File: src/rtl/gb_audio_pkg.sv
// Shared GameBoy audio constants and types for the I2S transmit path.
package gb_audio_pkg;
  localparam int GB_CLK_DIV  = 4;
  localparam int GB_SAMPLE_W = 16;
  localparam int GB_SLOT_W   = 16;

  typedef logic [15:0] sample_t;

  // Width of the frame bit index b, which spans 0..2*slot_w-1.
  function automatic int bidx_w(input int slot_w);
    return (2 * slot_w > 1) ? $clog2(2 * slot_w) : 1;
  endfunction

  localparam int GB_BIDX_W = bidx_w(GB_SLOT_W);
endpackage

File: src/rtl/gb_i2s_clkgen.sv
// I2S timing generator: clock divider, BCLK, falling-edge strobe, frame bit index and LRCLK.
module gb_i2s_clkgen
  import gb_audio_pkg::*;
#(
  parameter int CLK_DIV = GB_CLK_DIV,
  parameter int SLOT_W  = GB_SLOT_W
) (
  input  logic clk,
  input  logic rst,
  input  logic en,
  output logic bclk,
  output logic lrclk,
  output logic fall,
  output logic wrap
);
  localparam int BW = bidx_w(SLOT_W);
  localparam int DW = (CLK_DIV > 1) ? $clog2(CLK_DIV) : 1;
  localparam logic [DW-1:0] DIV_LAST = DW'(CLK_DIV - 1);
  localparam logic [BW-1:0] B_LAST   = BW'(2 * SLOT_W - 1);
  localparam logic [BW-1:0] LR_LO    = BW'(SLOT_W - 1);
  localparam logic [BW-1:0] LR_HI    = BW'(2 * SLOT_W - 2);

  logic [DW-1:0] div_cnt;
  logic [BW-1:0] bidx;
  logic [BW-1:0] bidx_nxt;
  logic          tc;

  assign tc       = en && (div_cnt == DIV_LAST);
  assign fall     = tc && bclk;
  assign wrap     = fall && (bidx == B_LAST);
  assign bidx_nxt = wrap ? '0 : bidx + BW'(1);

  // Idle (disabled) parks b on the last bit so the first fall after enable starts a frame.
  always_ff @(posedge clk) begin
    if (rst || !en) begin
      div_cnt <= '0;
      bclk    <= 1'b0;
      lrclk   <= 1'b0;
      bidx    <= B_LAST;
    end else begin
      div_cnt <= tc ? '0 : div_cnt + DW'(1);
      if (tc) bclk <= ~bclk;
      if (fall) begin
        bidx  <= bidx_nxt;
        lrclk <= (bidx_nxt >= LR_LO) && (bidx_nxt <= LR_HI);
      end
    end
  end
endmodule

File: src/rtl/gb_i2s_tx.sv
// GameBoy stereo PCM to I2S serializer with one-entry holding buffer per channel.
// Optional GB_I2S_UNDERRUN_CNT_EN adds a saturating underrun counter port.
module gb_i2s_tx
  import gb_audio_pkg::*;
#(
  parameter int CLK_DIV  = GB_CLK_DIV,
  parameter int SAMPLE_W = GB_SAMPLE_W,
  parameter int SLOT_W   = GB_SLOT_W
) (
  input  logic                clk,
  input  logic                rst,
  input  logic                en,
  input  logic [SAMPLE_W-1:0] left_data,
  input  logic                left_valid,
  output logic                left_ready,
  input  logic [SAMPLE_W-1:0] right_data,
  input  logic                right_valid,
  output logic                right_ready,
  output logic                i2s_bclk,
  output logic                i2s_lrclk,
  output logic                i2s_sdata
`ifdef GB_I2S_UNDERRUN_CNT_EN
  ,
  output logic [15:0]         underrun_cnt
`endif
);
  localparam int FW = 2 * SLOT_W;

  // MSB-align a sample in its slot, zero-padding the LSBs.
  function automatic logic [SLOT_W-1:0] pad_slot(input logic [SAMPLE_W-1:0] s);
    return SLOT_W'(s) << (SLOT_W - SAMPLE_W);
  endfunction

  logic                bclk_fall;
  logic                frame_wrap;
  logic                left_full, right_full, both_full;
  logic [SAMPLE_W-1:0] left_buf, right_buf;
  logic [SAMPLE_W-1:0] left_last, right_last;
  logic [FW-1:0]       shift_sr;

  gb_i2s_clkgen #(
    .CLK_DIV (CLK_DIV),
    .SLOT_W  (SLOT_W)
  ) u_clkgen (
    .clk   (clk),
    .rst   (rst),
    .en    (en),
    .bclk  (i2s_bclk),
    .lrclk (i2s_lrclk),
    .fall  (bclk_fall),
    .wrap  (frame_wrap)
  );

  assign left_ready  = ~left_full;
  assign right_ready = ~right_full;
  assign both_full   = left_full && right_full;
  assign i2s_sdata   = shift_sr[FW-1];

  // Holding buffers: a channel is only emptied by a frame load, only filled while empty.
  always_ff @(posedge clk) begin
    if (rst) begin
      left_full  <= 1'b0;
      right_full <= 1'b0;
    end else begin
      if (frame_wrap && both_full) begin
        left_full  <= 1'b0;
        right_full <= 1'b0;
      end
      if (left_valid && !left_full)   left_full  <= 1'b1;
      if (right_valid && !right_full) right_full <= 1'b1;
    end
  end

  always_ff @(posedge clk) begin
    if (left_valid && !left_full)   left_buf  <= left_data;
    if (right_valid && !right_full) right_buf <= right_data;
  end

  // Frame shift register: load a fresh pair, or replay the last pair on underrun.
  always_ff @(posedge clk) begin
    if (rst) begin
      shift_sr   <= '0;
      left_last  <= '0;
      right_last <= '0;
    end else if (frame_wrap) begin
      if (both_full) begin
        shift_sr   <= {pad_slot(left_buf), pad_slot(right_buf)};
        left_last  <= left_buf;
        right_last <= right_buf;
      end else begin
        shift_sr <= {pad_slot(left_last), pad_slot(right_last)};
      end
    end else if (!en) begin
      shift_sr <= '0;
    end else if (bclk_fall) begin
      shift_sr <= {shift_sr[FW-2:0], 1'b0};
    end
  end

`ifdef GB_I2S_UNDERRUN_CNT_EN
  function automatic logic [15:0] sat_inc(input logic [15:0] c);
    return (c == 16'hFFFF) ? c : c + 16'd1;
  endfunction

  always_ff @(posedge clk) begin
    if (rst) underrun_cnt <= '0;
    else if (frame_wrap && !both_full) underrun_cnt <= sat_inc(underrun_cnt);
  end
`endif
endmodule

File: config.mk
export PLATFORM = sky130hd
export DESIGN_NAME = gb_i2s_tx
export DESIGN_NICKNAME = d
export VERILOG_FILES = /design/src/rtl/gb_audio_pkg.sv /design/src/rtl/gb_i2s_clkgen.sv /design/src/rtl/gb_i2s_tx.sv
export SDC_FILE = /design/constraint.sdc
export NUM_CORES = 1
export LEC_CHECK = 0
export ABC_AREA = 1
export CAP_MARGIN = 30
export CORE_MARGIN = 1.5
export CORE_UTILIZATION = 60
export CTS_BUF_LIST = sky130_fd_sc_hd__clkbuf_8
export DETAILED_ROUTE_END_ITERATION = 6
export PLACE_DENSITY = 0.83
export SYNTH_ARGS = -nofsm -noshare
export SYNTH_HDL_FRONTEND = slang
export SYNTH_SLANG_ARGS = --single-unit
File: constraint.sdc
create_clock -name clk -period 4.01 [get_ports clk]
set_input_delay 0.802 -clock clk [delete_from_list [all_inputs] [get_ports clk]]
set_output_delay 0.802 -clock clk [all_outputs]
set_load 0.02 [all_outputs]
==> results of run 1 <==
## per-layer routing
metal  part of all wire (%)  global-route usage [%]  up-vias
met2                     50                   40.98      108
met3                    6.1                   6.445       19
met1                     42                   26.84     1601
met5                      0                       0        -
li1                       -                       -     1705
met4                    2.1                   10.97        0
## Yosys cell counts
| cell | instances | area share (%) |
|---|---|---|
| a21oi_1 | 60 | 7.0 |
| nor3_1 | 1 | 0.12 |
| a31oi_1 | 1 | 0.15 |
| nand4_4 | 1 | 0.50 |
| buf_6 | 1 | 0.26 |
| nand2_1 | 124 | 11 |
| buf_2 | 10 | 1.2 |
| nand2_2 | 1 | 0.15 |
| nand3_1 | 25 | 2.9 |
| dfxtp_1 | 75 | 35 |
| inv_1 | 54 | 4.8 |
| ha_1 | 5 | 1.5 |
| buf_4 | 2 | 0.35 |
| o211ai_1 | 9 | 1.6 |
| a22oi_1 | 3 | 0.53 |
| o21ai_0 | 1 | 0.12 |
| nand4_1 | 2 | 0.29 |
| nand3b_1 | 1 | 0.18 |
| nor2_4 | 1 | 0.26 |
| clkbuf_1 | 11 | 0.97 |
| inv_2 | 4 | 0.35 |
| o22ai_1 | 9 | 1.3 |
| nor2_1 | 76 | 6.7 |
| edfxtp_1 | 32 | 23 |
| nor3b_1 | 1 | 0.18 |
## state kept, by name, summed over array words and instances (netlist names)
| name | cells |
|---|---|
| shift_sr | 32 |
| u_clkgen.bclk | 1 |
| right_last | 16 |
| left_last | 16 |
| u_clkgen.div_cnt | 2 |
| left_full | 1 |
| right_full | 1 |
| u_clkgen.bidx | 5 |
| u_clkgen.lrclk | 1 |
| left_buf | 16 |
| right_buf | 16 |
## worst reg2reg max path, cell delays in order, from the launching register on
cell and delay (ns):
dfxtp_1 0.42, ha_1 0.20, nand2_1 0.07, nor2_1 0.12
ha_1 0.24, nand4_4 0.19, inv_2 0.09, nand2_2 0.30
inv_2 0.58, nand2_1 0.17, o211ai_1 0.12, nand2_1 0.07
inv_1 0.05
## through the flow
step	setup slack [ns]	util [%]	power (uW)
floorplan	2.087	-	1262
global placement	1.059	68.99	1320
detailed placement	0.9585	68.99	1324
CTS	1.341	71.94	1968
global route	1.033	71.94	2027
finish	1.337	71.94	1957
## final cells by class
type / count / area (um^2)
inverter: 58 / 217.7
sequential: 107 / 2462
multi-input combinational: 321 / 1470
clock buffer: 10 / 137.6
tap: 96 / 120.1
clock inverter: 6 / 63.81
fill: 524 / 1917
timing repair buffer: 46 / 442.9
## power breakdown
part           internal (uW)  switching [uW]  total, uW
clock                    306             351        657
sequential              1150            15.4       1170
combinational           61.9            70.1        132
total                   1520             437       1960
## logic make-up (layout without fill, tap and decap cells)
family	Yosys count	count (layout)
buffers and inverters	82	120
AND/OR/NAND/NOR	233	233
adder cells (fa/ha/maj)	5	5
AO/OA/AOI/OAI	83	83
flip-flops	107	107
## path summary, 6_finish.rpt
| check | start | to | slack, ns | cells past startpoint |
|---|---|---|---|---|
| min reg2reg | u_clkgen.div_cnt[0] | u_clkgen.div_cnt[0] | 0.43 | 1 |
| max reg2reg | u_clkgen.bidx[1] | shift_sr[1] | 1.35 | 12 |
| max | en | shift_sr[1] | 1.34 | 9 |
| min | u_clkgen.div_cnt[0] | u_clkgen.div_cnt[0] | 0.43 | 1 |
==> run_results.csv, run 1 <==
group,metric,value,unit
outcome,status,"finished clean",
floorplan,die_h,87.32,um
timing,timing.final.crit_share,66.66,%
floorplan,core_area,6832,um^2
synthesis,ys_types,25,
cts,cts_setup_buffers,0,
timing,finalSetupTns,0,ns
place,hpwl,5136,um
routing,routed_wl,8245,um
setup_path,critPathMaxFanout,31,
setup_path,cp_num_buf_inv,4,
timing,finalHoldViolations,0,
layout,drive_gt1_share,5.109,%
floorplan,die-area,7624,um^2
global_route,antenna_found_initial,0,
setup_path,endpoint_kind,"register",
timing,clock_skew,0.007958,ns
timing,timing.final.crit_period,2.673,ns
job,drv_cap,0,
setup_path,crit_type,"primary input to register",
pwr,max-vdd-ir-drop,0.2967,mV
cts,clock_sinks,107,
layout,fin_nets,585,
synthesis,synth_compound_area_share,10.74,%
routing,drtIter0Drc,248,
cts,cts_buffer_depth,2,
floorplan,initial_core_util,62.44,%
layout,final_cells,644,
layout,final_common_cell,"nand2_1",
timing,fmax,374.1,MHz
routing,drc,0,
synthesis,synth_nets,552,
pwr,power.density,398.1,nW/um^2
synthesis,ys_seq_area_share,57.73,%
hold_path,hold_path.class,"register to register",
routing,avgRoutedWirePerCell,12.80,um
timing,finalSetupViolCount,0,
cts,h-tree-depth,3,
layout,area_growth,15.22,%
synthesis,netlist_area,4265,um^2
layout,layout_common_cells,"nand2_1, nor2_1, dfxtp_1",
routing,vias,3433,
global_route,overflow,0,
cts,cts_root_buffer,"clkbuf_8",
place,dp.cells,628,
synthesis,synth.area.mux_share,0,%
place,portBuffers,41,
global_route,grt_pass1_wl,14080,um
cts,clkTransAtPathRegs,0.09,ns
timing,tightestPinTransition,0.6563,ns
synthesis,ys_seq_elements,107,
setup_path,crit_family,"buffers and inverters",
layout,final_area,4915,um^2
layout,diodes,0,
place,place_area,4713,um^2
setup_path,crit_path_start_kind,"primary input",
timing,maxSlewViolCount,0,
setup_path,critPathRequiredTime,4.33,ns
global_route,grt_pass1_vias,3359,
setup_path,cp_slowest_stage_delay,0.61,ns
cts,hold_buffers,0,
setup_path,crit_path_cell_trace,"clkdlybuf4s50_1, nand4_4, inv_2, nand2_2, inv_2, nand2_1, o211ai_1, nand2_1, inv_1",
floorplan,core.rowCount,30,
global_route,track_usage,23.58,%
synthesis,syn_inst,510,
cts,insertion_delay,0.37,ns
floorplan,ios,42,
global_route,grt_max_degree,65,
setup_path,worstPathArrival,2.99,ns
floorplan,die_w,87.32,um
synthesis,synthAdderAreaFrac,1.467,%
routing,dr.pass1.iters,4,
setup_path,crit_slowest_cell,"clkdlybuf4s50_1",
routing,antenna_left,0,
routing,via_per_inst,5.331,
cts,cts_resized,0,
synthesis,avgSynthCellArea,8.363,um^2
timing,relSlewSlack,56.25,%
cts,cts_tree,"built",
place,gp_congestion,0.8159,
synthesis,synth_xor_area_share,0,%
timing,rsz0062_at_grt,"false",
synthesis,synth_simple_gate_area_share,22.21,%
synthesis,synth_top_family_by_area,"simple AND/OR/NAND/NOR gates",
pwr,leakagePower,0.002083,uW
timing,worst_hold_slack,0.4345,ns
synthesis,yosys_warnings,0,
cts,numCtsBuffers,9,
(Power assumes the default switching activity.)
==> run 2, diff against run 1 <==
CORE_UTILIZATION = 53   (was 60)
PLACE_DENSITY = 0.78   (was 0.83)
clock period = 2.35 ns   (was 4.01 ns; I/O delays follow)
==> run_results.csv, run 2 (synthesized netlist as in run 1, its figures left out) <==
group,metric,value,unit
hold_path,min_to,"u_clkgen.div_cnt[0]",
cts,h-tree-depth,3,
pwr,power.density,664.8,nW/um^2
cts,cts_resized,0,
routing,routed_wl,8552,um
pwr,max-vdd-ir-drop,0.3233,mV
place,gp_congestion,0.8038,
timing,clock_skew,0.01100,ns
cts,cts_root_buffer,"clkbuf_8",
layout,final_area,4987,um^2
floorplan,initial_core_util,54.91,%
outcome,status,"finished clean",
cts,cts_setup_buffers,0,
layout,final_cells,655,
global_route,busiest_layer,"met2",
layout,diodes,0,
timing,tightestPinTransition,0.5718,ns
hold_path,hp-start,"u_clkgen.div_cnt[0]",
routing,drtIter0Drc,192,
routing,antenna_left,0,
place,dp.cells,639,
timing,relSlewSlack,61.82,%
cts,cts_tree,"built",
timing,rsz0062_at_grt,"false",
global_route,grt_pass1_wl,14550,um
timing,timing.final.crit_period,2.066,ns
timing,finalHoldViolations,0,
cts,numCtsBuffers,9,
timing,fmax,484.1,MHz
setup_path,cp_slowest_stage_delay,0.42,ns
hold_path,hold_path.class,"register to register",
setup_path,endpoint_kind,"register",
timing,maxSlewViolCount,0,
job,drv_cap,0,
layout,regMostFlops,"shift_sr",
pwr,leakagePower,0.002109,uW
setup_path,crit_slowest_cell,"dfxtp_1",
cts,cts_buffer_depth,2,
routing,drc,0,
layout,largest_reg_flops,32,
pwr,power,3316,uW
setup_path,rr_worst_depth,11,
setup_path,crit_family,"simple AND/OR/NAND/NOR gates",
routing,via_per_inst,5.182,
place,hpwl,5582,um
global_route,grt_pass1_vias,3283,
floorplan,die-area,8595,um^2
global_route,track_usage,21.44,%
setup_path,critPathRequiredTime,2.64,ns
setup_path,cp_num_buf_inv,2,
global_route,grt_max_degree,44,
hold_path,whs_path_depth,1,
setup_path,reg2reg_slack,0.28,ns
global_route,overflow,0,
setup_path,critPathMaxFanout,24,
floorplan,core.rowCount,32,
place,portBuffers,41,
global_route,use_met2,37.87,%
global_route,use_met3,4.269,%
timing,finalSetupTns,0,ns
setup_path,crit_path_start_kind,"register",
global_route,grtUsageMet1,25.13,%
global_route,antenna_found_initial,0,
cts,clock_sinks,107,
routing,avgRoutedWirePerCell,13.06,um
layout,area_growth,16.93,%
setup_path,crit_type,"register to register",
floorplan,ios,42,
timing,worst_hold_slack,0.4560,ns
cts,clkTransAtPathRegs,0.10,ns
layout,final_common_cell,"nand2_1",
timing,timing.final.crit_share,87.90,%
layout,fin_nets,590,
floorplan,core_area,7767,um^2
floorplan,die_h,92.71,um
floorplan,die_w,92.71,um
routing,dr.pass1.iters,5,
routing,vias,3394,
setup_path,reg2reg_to,"shift_sr[31]",
timing,finalSetupViolCount,0,
setup_path,crit_path_cell_trace,"ha_1, nand2_1, nor2_1, ha_1, nand4_4, inv_2, nand2_2, buf_4, nor2_1, a21oi_1, a21oi_1",
layout,drive_gt1_share,5.967,%
cts,hold_buffers,0,
setup_path,worstPathArrival,2.36,ns
place,place_area,4796,um^2
cts,insertion_delay,0.37,ns
setup_path,r2r_start,"u_clkgen.bidx[0]",
layout,layout_common_cells,"nand2_1, nor2_1, dfxtp_1",
layout,fill_cells,654,
[run 2: cell count changes in the layout (fill, tap and decap cells not counted)]
| cell | change |
|---|---|
| clkinv_4 | -1 |
| clkinv_2 | +1 |
| buf_4 | +2 |
| clkinvlp_4 | +1 |
| clkbuf_8 | -1 |
| buf_12 | +3 |
[run 2: final cells by class]
| type | instances | area, um^2 | share of cell area (%) |
|---|---|---|---|
| multi-input cells | 321 | 1470 | 29.48 |
| repair buffers | 51 | 518.0 | 10.39 |
| clock buffers | 9 | 123.9 | 2.484 |
| flip-flops and latches | 107 | 2462 | 49.37 |
| inverters | 58 | 217.7 | 4.365 |
| clock inverters | 7 | 67.56 | 1.355 |
| well taps | 102 | 127.6 | 2.559 |
[run 2: power by group]
part	total (uW)	switching (uW)	internal (uW)
combinational	228	121	107
clock	1100	608	490
sequential	1990	25.3	1970
[run 2: metal layers]
metal | share of wire [%] | vias up
li1 | - | 1713
met1 | 41 | 1569
met5 | 0 | -
met2 | 51 | 94
met4 | 2.2 | 0
met3 | 5.1 | 18
[run 2: worst max-delay path by stage]
stage	slack [ns]	cells past startpoint	start	to
after floorplan	0.64	13	u_clkgen.bidx[0]	shift_sr[15]
after global placement	0.25	8	en	shift_sr[4]
after detailed placement	0.17	8	en	shift_sr[30]
after CTS	0.28	13	u_clkgen.bidx[0]	shift_sr[15]
after global routing	0.11	13	u_clkgen.bidx[0]	shift_sr[4]
final	0.28	11	u_clkgen.bidx[0]	shift_sr[31]
[run 2: worst register-to-register path: cells and delay by family, from the launching register on]
family                   cells  cell delay (ns)
adder cells (fa/ha/maj)      2             0.42
AO/OA/AOI/OAI                2             0.19
AND/OR/NAND/NOR              5             0.64
flip-flops                   1             0.42
buffers and inverters        2             0.33
[run 2: metrics by stage]
stage          util, %  worst slack, ns
4_1_cts          64.21           0.2778
6_report         64.21           0.2844
3_3_place_gp     61.74           0.2457
3_5_place_dp     61.74           0.1683
2_1_floorplan        -           0.6371
5_1_grt          64.21           0.1068
==> variant, RTL diff (flow settings as in run 1) <==
Change the package constant `GB_SLOT_W` from 16 to 32.
--- a/src/rtl/gb_audio_pkg.sv
+++ b/src/rtl/gb_audio_pkg.sv
@@ -3,5 +3,5 @@
   localparam int GB_CLK_DIV  = 4;
   localparam int GB_SAMPLE_W = 16;
-  localparam int GB_SLOT_W   = 16;
+  localparam int GB_SLOT_W   = 32;
 
   typedef logic [15:0] sample_t;
Formal check against the unedited RTL: same outputs for any inputs over 10 cycles, from zero or initial values and one cycle with rst high; that may be too few to reach the edited logic, so the function may still have changed.
==> variant against run 1 <==
Sequential cell count rose by 17. Wire length rose by 29%. Worst setup slack improved by 0.042 ns. Synthesized area rose by 25%. Non-clock buffer count did not move. Count of clock-buffer cells in the layout rose by 7. Power rose by 35%. Sequential share of layout area fell by 4.1 points. Design area rose by 24%.
==> variant: results (changes against run 1) <==
- Synth unique cells: 32 (was 25)
- Clk Latency, worst-skew pair: 0.43 ns (was 0.37 ns)
- Syn_nets: 729 (was 552)
- Syn Inst Count: 688 (was 510)
- End of the worst hold path: u_clkgen.div_cnt[0] (unchanged)
- Via count of the first global-routing pass: 4240 (was 3359)
- Post-Route Skew: 0.0106 ns (was 0.00796 ns)
- Deepest clock path buffer count: 2 (unchanged)
- Number of CTS-inserted buffers: 17 (was 9)
- R2R Setup Slk: 1.47 ns (was 1.35 ns)
- CTS H-tree lvls: 4 (was 3)
- Number of flip-flops under the largest register name: 48 (was 32)
- Most numerous cell types in the synthesized netlist: sky130_fd_sc_hd__nand2_1, sky130_fd_sc_hd__dfxtp_1, sky130_fd_sc_hd__nor2_1 (was sky130_fd_sc_hd__nand2_1, sky130_fd_sc_hd__nor2_1, sky130_fd_sc_hd__dfxtp_1)
- Proportion of layout cells with a drive suffix above 1: 7.15% (was 5.11%)
- Number of cells on the worst reg-to-reg path: 8 (was 12)
- DRC violation total after the first TritonRoute iteration: 376 (was 248)
- Number of antenna cells inserted: 0 (unchanged)
- Number of antenna violations at the first check in global routing: 0 (unchanged)
- Data arrival time of the worst path: 2.93 ns (was 2.99 ns)
- Worst path slowest cell: sky130_fd_sc_hd__clkdlybuf4s50_1 (unchanged)
- Global placer's final weighted congestion: 0.806 (was 0.816)
- Total track usage: 23.5% (was 23.6%)
- Area contributors post-synth: sky130_fd_sc_hd__dfxtp_1, sky130_fd_sc_hd__edfxtp_1, sky130_fd_sc_hd__nand2_1, sky130_fd_sc_hd__nand3_1, sky130_fd_sc_hd__nor2_1 (was sky130_fd_sc_hd__dfxtp_1, sky130_fd_sc_hd__edfxtp_1, sky130_fd_sc_hd__nand2_1, sky130_fd_sc_hd__a21oi_1, sky130_fd_sc_hd__nor2_1)
- Fraction of synthesis flops using an asynchronous set or reset pin: 0% (unchanged)
- Largest fanout of any net on the critical path: 34 (was 31)
- FF-to-FF End: left_last[10] (was shift_sr[1])
- Largest net degree at the start of global routing: 60 (was 65)
- Count of fill cells added during filler insertion: 662 (was 524)
- Total wire length after detailed routing: 10700 um (was 8250 um)
- Detail-routed net length per standard cell: 12.8 um (about the same)
- Worst slew slack as a fraction of its limit: 39.7% (was 56.2%)
- Number of nets at the end of the flow: 755 (was 585)
- Dpl hpwl: 6670 um (was 5140 um)
- 1st-pass router iterations: 5 (was 4)
- Placed cell count: 803 (was 628)
- Portion of the post-synthesis area used by sequential elements: 52.5% (was 57.7%)
- Maximum VDD drop: 0.283 mV (was 0.297 mV)
- Placed standard-cell area: 5680 um^2 (was 4710 um^2)
- Clk slew on worst S/H paths: 0.07 ns (was 0.09 ns)
- Leak: 2.66 nW (was 2.08 nW)
- Maximum single-stage delay on the critical path: 0.50 ns (was 0.61 ns)
- Global-route wire length before repair: 18100 um (was 14100 um)
- Status: completed (unchanged)
- Source of the worst register-to-register timing path: u_clkgen.bidx[0] (was u_clkgen.bidx[1])
- Detailed-route via count: 4387 (was 3433)
variant: final cells by class:
type	count	area [um^2]	share of cell area [%]
well taps	108	135	2.22
inverters	68	256	4.21
repair buffers	46	443	7.27
clock buffers	17	234	3.84
flip-flops and latches	124	2800	46.0
clock inverters	15	180	2.96
multi-input cells	457	2040	33.5
variant: worst max path at each step:
stage	endpoint	slack (ns)
2_1_floorplan	left_buf[0]	2.09
3_3_place_gp	right_last[13]	1.01
3_5_place_dp	left_last[10]	0.95
4_1_cts	left_last[10]	1.38
5_1_grt	shift_sr[45]	1.20
6_report	left_last[10]	1.38
variant: stage by stage:
stage | util [%] | hold slack, ns | worst slack (ns)
after CTS | 70.2 | 0.442 | 1.38
after detailed placement | 65.4 | 0.431 | 0.952
final | 70.2 | 0.446 | 1.38
after floorplan | - | 0.408 | 2.09
after global routing | 70.2 | 0.478 | 1.20
after global placement | 65.4 | 0.418 | 1.01
variant: worst max-delay path: cells and delay by family:
kind	cells	cell delay [ns]
AND/OR/NAND/NOR	5	1.15
AO/OA/AOI/OAI	1	0.08
buffers and inverters	2	0.88
variant: per-layer routing:
layer | global-route usage, % | wire length (um)
met5 | 0 | 0
met4 | 8.79 | 148
met3 | 7.27 | 587
met2 | 40.2 | 5310
met1 | 27.7 | 4610
variant: power by group:
group          internal, mW  switching, mW
Clock                 0.665          0.485
Sequential             1.32         0.0187
Combinational        0.0679         0.0900
Total                  2.06          0.593
variant: cell families (layout without fill, tap and decap cells):
group | after synthesis | in the layout | share of synthesized area (%)
AOI/OAI and AO/OA | 66 | 66 | 6.80
xor gates and xnor gates | 1 | 1 | 0.164
adders and majority gates | 4 | 4 | 0.937
buffers and inverters | 107 | 146 | 9.30
DFF | 124 | 124 | 52.5
and+or+nand+nor | 386 | 386 | 30.3
